### src/rtl/ccd_pixel_capture.sv
// CCD pixel capture: detects phi_p/phi_r falls, sequences the ADC strobe,
// discards leading dummy pixels and queues active samples in an 8-deep FWFT FIFO.

module ccd_pix_fifo #(
  parameter int W = 26
) (
  input  logic         i_clk,
  input  logic         i_rst_n,
  input  logic         push,
  input  logic [W-1:0] din,
  input  logic         pop_req,
  output logic         valid,
  output logic [W-1:0] dout,
  output logic         drop
);
  logic [W-1:0] mem [8];
  logic [2:0]   wr_ptr, rd_ptr;
  logic [3:0]   count;
  logic         full, pop, wr_ok;

  assign valid = (count != 4'd0);
  assign full  = (count == 4'd8);
  assign pop   = valid && pop_req;
  // a full FIFO still takes a push when the head leaves in the same cycle
  assign wr_ok = push && (!full || pop);
  assign drop  = push && full && !pop;
  assign dout  = mem[rd_ptr];

  always_ff @(posedge i_clk) begin
    if (wr_ok) mem[wr_ptr] <= din;
  end

  always_ff @(posedge i_clk) begin
    if (!i_rst_n) begin
      wr_ptr <= 3'd0;
      rd_ptr <= 3'd0;
      count  <= 4'd0;
    end else begin
      if (wr_ok) wr_ptr <= wr_ptr + 3'd1;
      if (pop)   rd_ptr <= rd_ptr + 3'd1;
      count <= count + {3'd0, wr_ok} - {3'd0, pop};
    end
  end
endmodule

module ccd_pixel_capture #(
  parameter int DATA_W       = 12,
  parameter int SAMPLE_DELAY = 1,
  parameter int DUMMY_LEAD   = 2,
  parameter int ACTIVE_PIX   = 2048
) (
  input  logic              i_clk,
  input  logic              i_rst_n,
  input  logic              i_phi_p,
  input  logic              i_phi_r,
  output logic              o_adc_conv,
  input  logic              i_adc_done,
  input  logic [DATA_W-1:0] i_adc_data,
  output logic              o_pix_valid,
  input  logic              i_pix_ready,
  output logic [DATA_W-1:0] o_pix_data,
  output logic [11:0]       o_pix_idx,
  output logic              o_pix_first,
  output logic              o_pix_last,
  output logic              o_overrun,
  output logic              o_overflow,
  output logic              o_short_frame
);
  localparam int ENT_W = DATA_W + 14;
  localparam logic [1:0] S_IDLE  = 2'd0;
  localparam logic [1:0] S_WAIT  = 2'd1;
  localparam logic [1:0] S_DELAY = 2'd2;
  localparam logic [1:0] S_CONV  = 2'd3;
  localparam logic [11:0] LAST_CNT = 12'(DUMMY_LEAD + ACTIVE_PIX - 1);
  localparam logic [11:0] DL       = 12'(DUMMY_LEAD);
  localparam logic [11:0] LAST_IDX = 12'(ACTIVE_PIX - 1);

  logic phi_p_cur, phi_p_prev, phi_r_cur, phi_r_prev;
  logic p_fall, p_rise, r_fall;
  logic [1:0]  state;
  logic [3:0]  dly_cnt;
  logic [11:0] pix_cnt, pix_idx;
  logic        abort, take_done, push_req, fifo_drop, head_vld;
  logic [ENT_W-1:0] push_ent, head;

  // same clock domain as the generator: one sample stage plus a history bit
  always_ff @(posedge i_clk) begin
    if (!i_rst_n) begin
      phi_p_cur  <= 1'b1;
      phi_p_prev <= 1'b1;
      phi_r_cur  <= 1'b1;
      phi_r_prev <= 1'b1;
    end else begin
      phi_p_cur  <= i_phi_p;
      phi_p_prev <= phi_p_cur;
      phi_r_cur  <= i_phi_r;
      phi_r_prev <= phi_r_cur;
    end
  end

  assign p_fall = phi_p_prev && !phi_p_cur;
  assign p_rise = !phi_p_prev && phi_p_cur;
  assign r_fall = phi_r_prev && !phi_r_cur;

  assign abort      = p_rise && (state != S_IDLE);
  assign take_done  = (state == S_CONV) && i_adc_done && !abort;
  assign push_req   = take_done && (pix_cnt >= DL);
  assign o_adc_conv = (state == S_DELAY) && (dly_cnt == 4'd0) && !abort;

  assign pix_idx  = pix_cnt - DL;
  assign push_ent = {i_adc_data, pix_idx, pix_idx == 12'd0, pix_idx == LAST_IDX};

  always_ff @(posedge i_clk) begin
    if (!i_rst_n) begin
      state   <= S_IDLE;
      dly_cnt <= 4'd0;
      pix_cnt <= 12'd0;
    end else if (abort) begin
      state <= S_IDLE;
    end else begin
      case (state)
        S_IDLE: if (p_fall) begin
          pix_cnt <= 12'd0;
          state   <= S_WAIT;
        end
        S_WAIT: if (r_fall) begin
          dly_cnt <= 4'(SAMPLE_DELAY);
          state   <= S_DELAY;
        end
        S_DELAY: begin
          if (dly_cnt == 4'd0) state <= S_CONV;
          else dly_cnt <= dly_cnt - 4'd1;
        end
        default: if (i_adc_done) begin
          pix_cnt <= pix_cnt + 12'd1;
          state   <= (pix_cnt == LAST_CNT) ? S_IDLE : S_WAIT;
        end
      endcase
    end
  end

  always_ff @(posedge i_clk) begin
    if (!i_rst_n) begin
      o_overrun     <= 1'b0;
      o_overflow    <= 1'b0;
      o_short_frame <= 1'b0;
    end else begin
      if (r_fall && (state == S_DELAY || state == S_CONV)) o_overrun <= 1'b1;
      if (fifo_drop) o_overflow <= 1'b1;
      if (abort) o_short_frame <= 1'b1;
    end
  end

  ccd_pix_fifo #(.W(ENT_W)) u_fifo (
    .i_clk   (i_clk),
    .i_rst_n (i_rst_n),
    .push    (push_req),
    .din     (push_ent),
    .pop_req (i_pix_ready),
    .valid   (head_vld),
    .dout    (head),
    .drop    (fifo_drop)
  );

  // head fields read as zero when empty so outputs are defined out of reset
  assign o_pix_valid = head_vld;
  assign {o_pix_data, o_pix_idx, o_pix_first, o_pix_last} = head_vld ? head : '0;
endmodule

### config.mk
export PLATFORM = sky130hd
export DESIGN_NAME = ccd_pixel_capture
export DESIGN_NICKNAME = d
export VERILOG_FILES = /design/src/rtl/ccd_pixel_capture.sv
export SDC_FILE = /design/constraint.sdc
export NUM_CORES = 1
export LEC_CHECK = 0
export ABC_AREA = 1
export CAP_MARGIN = 20
export CORE_AREA = 2 2 145 147
export DETAILED_ROUTE_END_ITERATION = 8
export DIE_AREA = 0 0 147 149
export PLACE_DENSITY = 0.77
export SYNTH_ARGS = -nofsm -noshare
export SYNTH_HDL_FRONTEND = slang
export SYNTH_HIERARCHICAL = 1
export SYNTH_SLANG_ARGS = --single-unit
### constraint.sdc
create_clock -name i_clk -period 3.6 [get_ports i_clk]
set_input_delay 0.72 -clock i_clk [delete_from_list [all_inputs] [get_ports i_clk]]
set_output_delay 0.72 -clock i_clk [all_outputs]
set_load 0.05 [all_outputs]
==> results.cfg, run 1 <==
[clock_tree]
ctsResizeCount = 0
cts_tree = yes
cts_hold_buf = 0
cts_sinks = 246
clockRootBuffer = clkbuf_16
clock_latency_ns = 0.50
cts_setup_buffers = 0
clk_path_buf_depth = 3
cts_buffers = 25
ctsHtreeMaxLevel = 1
clkTransAtPathRegs_ns = 0.06

[sta]
period_share_pct = 89.3
rsz0062_at_grt = no
relSlewSlack_pct = 62.0
finalHoldViolCount = 0
fin_crit_ns = 3.21
tightest_slew_ns = 0.568
setup_viol = 0
hold_ws_ns = 0.438
drv_slew = 0
finClkSkew_ns = 0.00921
tns_ns = 0
fmax_mhz = 311

[flow_run]
cap_violations = 0

[drt]
drc = 0
num_vias = 7339
drtAntennaViolNets = 0
wl_per_cell_um = 15.2
dr_wl_met2_um = 10600
vias_per_cell = 5.26
drt_iter0_drc = 559
wl_met3_um = 1130
drt_wl_total_um = 21200
topRoutingLayerUsed = met4
wl_met1_um = 8940
first_pass_iters = 5

[yosys]
synthFlopType = edfxtp_1
synth_edf_count = 208
syn_avg_cell_area_um2 = 10.2
ys_async_sr_fraction_pct = 0
synth_cells = 1060
ys_warn_count = 6
synthesis.nets = 1097
synth.cell_area_um2 = 10800
ys_seq_area_share_pct = 65.0
ys_types = 33
ys_seq_elements = 246

[setup_path]
crit_type = flop to output pin
critPathMaxStageDelay_ns = 0.62
cp_common_cell = nand2_1
startpoint_type = flop
critPathTopFamily = buffers and inverters
crit_path_end_kind = output pin
critical_path_buf_inv_count = 3
crit_cells = 10
required_ns = 2.88
cp_cell_sequence = buf_12 > nor2_1 > nor2_1 > o21ai_1 > o21ai_1 > nand2_1 > nand2_1 > nand2_1 > inv_1 > buf_12
worstRegToRegCells = 14
crit_path_top_delay_cell = dfxtp_2
crit_path_max_fanout = 83
cp.arrival_ns = 2.49

[global_routing]
grt_max_degree = 105
grt_pass1_vias = 7150
track_usage_pct = 19.7
grt_first_pass_wirelength_um = 35000
grt_overflow_total = 0
antenna_found_initial = 0

[die]
start_util_pct = 52.4
die_y_um = 149
die_area_um2 = 21900
fp-row-count = 53
die_x_um = 147
io_pins = 49
core_um2 = 20600

[power]
leakagePower_nw = 4.75
power.ir.vdd_worst_v = 0.000434
pwr_density_cell_nw_per_um2 = 759
power_mw = 9.51

[place]
gp_congestion = 0.847
port_buffers = 48
hpwl_um = 12200
post-place-cells = 1352

[outcome]
status = finished, final reports clean

[cells_and_area]
num_antenna_cells = 0
area.growth.synth_to_final_pct = 16.2
drive_gt1_share_pct = 11.2
post-route-util_pct = 60.9
fin_nets = 1141
fin_cells = 1394

[hold_path]
whs_path_depth = 2
hold_class = flop to flop
## where the power goes
part	switching (mW)	internal [mW]
registers	0.100	3.33
logic	2.32	1.38
clock network	0.991	1.38
## flip-flops by register name (all words and copies together), names as in the netlist, 2 cells and up, named ones only
| name | flops |
|---|---|
| dly_cnt | 4 |
| pix_cnt | 12 |
| state | 2 |
| u_fifo/count | 4 |
| u_fifo/mem | 208 |
| u_fifo/rd_ptr | 3 |
| u_fifo/wr_ptr | 3 |
## cells by family (layout without fill, tap and decap cells)
| logic type | Yosys count | count (layout) | share of synthesized area, % |
|---|---|---|---|
| XOR/XNOR | 2 | 2 | 0.163 |
| adder cells (fa/ha/maj) | 19 | 19 | 2.28 |
| buffers and inverters | 126 | 185 | 5.25 |
| AND/OR/NAND/NOR | 471 | 471 | 18.0 |
| AO/OA/AOI/OAI | 196 | 196 | 9.26 |
| flip-flops | 246 | 246 | 65.0 |
## Yosys cell counts, types with 2 or more instances
library cell / number / share of area (%)
edfxtp_1: 208 / 58
nor3_2: 2 / 0.19
dfxtp_1: 38 / 7.1
nor2_2: 4 / 0.23
nor2_4: 5 / 0.52
buf_1: 3 / 0.10
inv_1: 70 / 2.4
buf_4: 2 / 0.14
buf_2: 14 / 0.65
nand2_1: 187 / 6.5
nor3_1: 14 / 0.65
nor2_1: 210 / 7.3
nand3_1: 26 / 1.2
buf_6: 9 / 0.94
a21oi_1: 22 / 1.0
o21ai_1: 97 / 4.5
or2_2: 3 / 0.17
a31oi_1: 2 / 0.12
ha_1: 18 / 2.1
nand3_2: 2 / 0.19
inv_2: 10 / 0.35
nand2_2: 11 / 0.64
nand4_1: 5 / 0.29
o21ai_0: 73 / 3.4
clkbuf_1: 17 / 0.59
## area by class of cell
| class | count | area [um^2] |
|---|---|---|
| clock inverters | 10 | 76.3 |
| well taps | 275 | 344 |
| fillers | 1616 | 8030 |
| inverters | 81 | 304 |
| flip-flops and latches | 246 | 7010 |
| repair buffers | 62 | 883 |
| multi-input cells | 688 | 3240 |
| clock buffers | 32 | 672 |
## worst paths after layout
path / from / to / slack, ns
setup / recovery: flop / o_pix_idx[3] / 0.39
setup reg to reg: pix_cnt[1]$_SDFFE_PN0P_ / u_fifo/count[2]$_SDFF_PN0_ / 0.87
hold reg to reg: phi_r_cur$_SDFF_PN1_ / phi_r_prev$_SDFF_PN1_ / 0.44
hold / removal: phi_r_cur$_SDFF_PN1_ / phi_r_prev$_SDFF_PN1_ / 0.44
## worst reg2reg max path: stages (launching register included)
cell and delay (ns):
dfxtp_1 0.35, inv_1 0.32, nand2_2 0.15, nor2_4 0.14
nand3_1 0.15, nor3_1 0.17, nor2_1 0.16, nor2_1 0.21
inv_1 0.09, nand2_1 0.08, ha_1 0.16, inv_1 0.05
fa_1 0.38, o21ai_0 0.16, a21oi_1 0.06
## metrics by stage
| stage | setup WS [ns] | area [um^2] |
|---|---|---|
| final | 0.387 | 12500 |
| after global routing | 0.214 | 12500 |
| after CTS | 0.436 | 12500 |
| after detailed placement | 0.647 | 11800 |
| after global placement | 0.658 | 11800 |
| after floorplan | -0.0691 | 10800 |
## cell usage in the layout, fill, tap and decap left out, types with 7 or more instances in the layout
master           instances
nand2_2                 11
nand3_1                 26
nor2_1                 206
dfxtp_1                 36
clkinv_2                 7
buf_4                   11
nand2_1                187
buf_12                  29
ha_1                    18
inv_2                   10
o21ai_0                 73
nor2_2                   8
inv_1                   70
clkbuf_16               25
nor3_1                  10
a21oi_1                 22
o21ai_1                 97
clkdlybuf4s50_1         22
edfxtp_1               208
## metal layers
layer,global-route usage (%),up-vias
li1,-,3648
met5,0,-
met1,25.5,3455
met4,5.34,0
met2,35.4,193
met3,2.72,43
Note: power is estimated with default switching activity, not from simulation.
==> run 2, diff against run 1 <==
--- a/config.mk
+++ b/config.mk
@@ -10,7 +10,9 @@
 export CORE_AREA = 2 2 145 147
 export DETAILED_ROUTE_END_ITERATION = 8
 export DIE_AREA = 0 0 147 149
-export PLACE_DENSITY = 0.77
+export GPL_ROUTABILITY_DRIVEN = 0
+export PLACE_DENSITY = 0.75
+export SKIP_CTS_REPAIR_TIMING = 1
 export SYNTH_ARGS = -nofsm -noshare
 export SYNTH_HDL_FRONTEND = slang
 export SYNTH_HIERARCHICAL = 1
==> run 2 against run 1 <==
Compared with the run above: die area unchanged; sequential share of layout area rose by 0.41 points; total power decreased by 1.0%; clock-buffer cell count is 5 lower; utilization fell by 0.44 points; via count is 0.33% higher; critical endpoint is now o_pix_idx[10]; worst hold slack gained 0.0021 ns.
==> results.cfg, run 2 (synthesis gave the netlist of run 1 again) <==
[clock_tree]
clock_latency_ns = 0.51
cts_tree = yes
clkTransAtPathRegs_ns = 0.06
cts_buffers = 24
ctsHtreeMaxLevel = 1
cts_sinks = 246
clockRootBuffer = clkbuf_16
clk_path_buf_depth = 3

[die]
die_area_um2 = 21900
core_um2 = 20600
fp-row-count = 53
io_pins = 49
start_util_pct = 52.4
die_y_um = 149
die_x_um = 147

[setup_path]
crit_path_max_fanout = 32
cp.arrival_ns = 2.43
startpoint_type = flop
crit_type = flop to output pin
required_ns = 2.88
crit_path_end_kind = output pin

[place]
port_buffers = 48
hpwl_um = 12300

[cells_and_area]
area.growth.synth_to_final_pct = 15.4
num_antenna_cells = 0
layout_common_cells = edfxtp_1, nor2_1, nand2_1
post-route-util_pct = 60.5
nFillCells = 1641
largest_reg_flops = 208
fin_nets = 1142
multiInputGateArea_um2 = 3240
largest_registers = u_fifo/mem: 208 flops, pix_cnt: 12 flops
regMostFlops = u_fifo/mem
regArea_um2 = 7010
layout_commonest_cell = edfxtp_1
drive_gt1_share_pct = 11.6

[sta]
rsz0062_at_grt = no
fin_crit_ns = 3.15
relSlewSlack_pct = 60.0
fmax_mhz = 318
finalHoldViolCount = 0
drv_slew = 0
tightest_slew_ns = 0.598
period_share_pct = 87.4
setup_viol = 0
finClkSkew_ns = 0.00991

[global_routing]
grt_first_pass_wirelength_um = 35100
grt_overflow_total = 0
antenna_found_initial = 0
track_usage_pct = 20.0
grt_pass1_vias = 7112
grt_max_degree = 105

[power]
p_clk_share_pct = 28.3
power_switching_mw = 3.38
leakagePower_nw = 4.73
sequentialPowerShare_pct = 36.2
power_mw = 9.41
power_frac_comb_pct = 35.5
pwr_density_cell_nw_per_um2 = 757
power.ir.vdd_worst_v = 0.000449
intPower_mw = 6.03
switching_share_pct = 36.0

[drt]
drt_wl_total_um = 21800
num_vias = 7363
vias_per_cell = 5.27
drtAntennaViolNets = 0
first_pass_iters = 4
drc = 0
wl_per_cell_um = 15.6
drt_iter0_drc = 474

[outcome]
status = finished, final reports clean

[hold_path]
hold_class = flop to flop

[flow_run]
cap_violations = 0
[run 2: cell count changes in the layout (fill, tap and decap cells not counted)]
cell / previous run / this run
clkbuf_1: 5 / 2
clkinv_2: 7 / 3
inv_6: 0 / 1
bufinv_16: 1 / 5
clkbuf_8: 2 / 0
clkinv_4: 0 / 2
clkinv_1: 2 / 3
buf_4: 11 / 30
clkinvlp_4: 1 / 3
buf_12: 29 / 12
[run 2: path summary, 6_finish.rpt]
| kind | start | to | slack [ns] | cells past startpoint |
|---|---|---|---|---|
| hold reg to reg | phi_r_cur$_SDFF_PN1_ | phi_r_prev$_SDFF_PN1_ | 0.44 | 2 |
| hold / removal | phi_r_cur$_SDFF_PN1_ | phi_r_prev$_SDFF_PN1_ | 0.44 | 2 |
| setup / recovery | flop | o_pix_idx[10] | 0.45 | 9 |
| setup reg to reg | pix_cnt[1]$_SDFFE_PN0P_ | u_fifo/count[2]$_SDFF_PN0_ | 0.80 | 14 |
[run 2: metrics by stage]
step / setup slack, ns / instances / instance area [um^2] / setup TNS, ns / hold slack [ns]
finish: 0.452 / 1397 / 12400 / 0 / 0.440
global route: 0.238 / 1397 / 12400 / 0 / 0.475
CTS: 0.415 / 1397 / 12400 / 0 / 0.443
detailed placement: 0.563 / 1354 / 11600 / 0 / 0.426
global placement: 0.656 / 1354 / 11600 / 0 / 0.418
floorplan: -0.0691 / 1060 / 10800 / -7.18 / 0.403
[run 2: critical path, cell delays in order, from the launching register on]
cell and delay, ns:
dfxtp_2 0.34, inv_2 0.44, buf_4 0.40, nor2_1 0.07, o21ai_1 0.16, nand2_1 0.08, nand2_1 0.10, nand2_1 0.06
inv_1 0.12, buf_12 0.14
[run 2: layout make-up]
cell class | instances | area share, %
Tap cell | 275 | 2.77
Sequential cell | 246 | 56.4
Multi-Input combinational cell | 688 | 26.0
Clock inverter | 16 | 1.78
Clock buffer | 27 | 5.09
Timing Repair Buffer | 64 | 5.51
Inverter | 81 | 2.45
[run 2: layer usage]
| metal | share of wire, % | vias to the layer above | wire length (um) | GRT usage (%) |
|---|---|---|---|---|
| met3 | 4.4 | 35 | 947 | 2.60 |
| li1 | - | 3657 | - | - |
| met2 | 51 | 163 | 11200 | 36.8 |
| met5 | 0 | - | 0 | 0 |
| met1 | 42 | 3508 | 9240 | 24.8 |
| met4 | 1.8 | 0 | 388 | 5.77 |
[run 2: power groups by stage]
stage	registers (mW)	clock network, mW	logic [mW]
after floorplan	3.45	0	2.35
after global placement	3.46	0	3.27
after detailed placement	3.47	0	3.34
after CTS	3.41	2.72	3.36
after global routing	3.42	2.85	3.68
final	3.41	2.66	3.34
==> run 3, diff against run 2 <==
--- a/config.mk
+++ b/config.mk
@@ -12,6 +12,7 @@
 export DIE_AREA = 0 0 147 149
 export GPL_ROUTABILITY_DRIVEN = 0
 export PLACE_DENSITY = 0.75
+export SETUP_SLACK_MARGIN = 0.02
 export SKIP_CTS_REPAIR_TIMING = 1
 export SYNTH_ARGS = -nofsm -noshare
 export SYNTH_HDL_FRONTEND = slang
==> results of run 3 <==
Same layout as run 2: the final DEF is identical, and so are final timing and power.
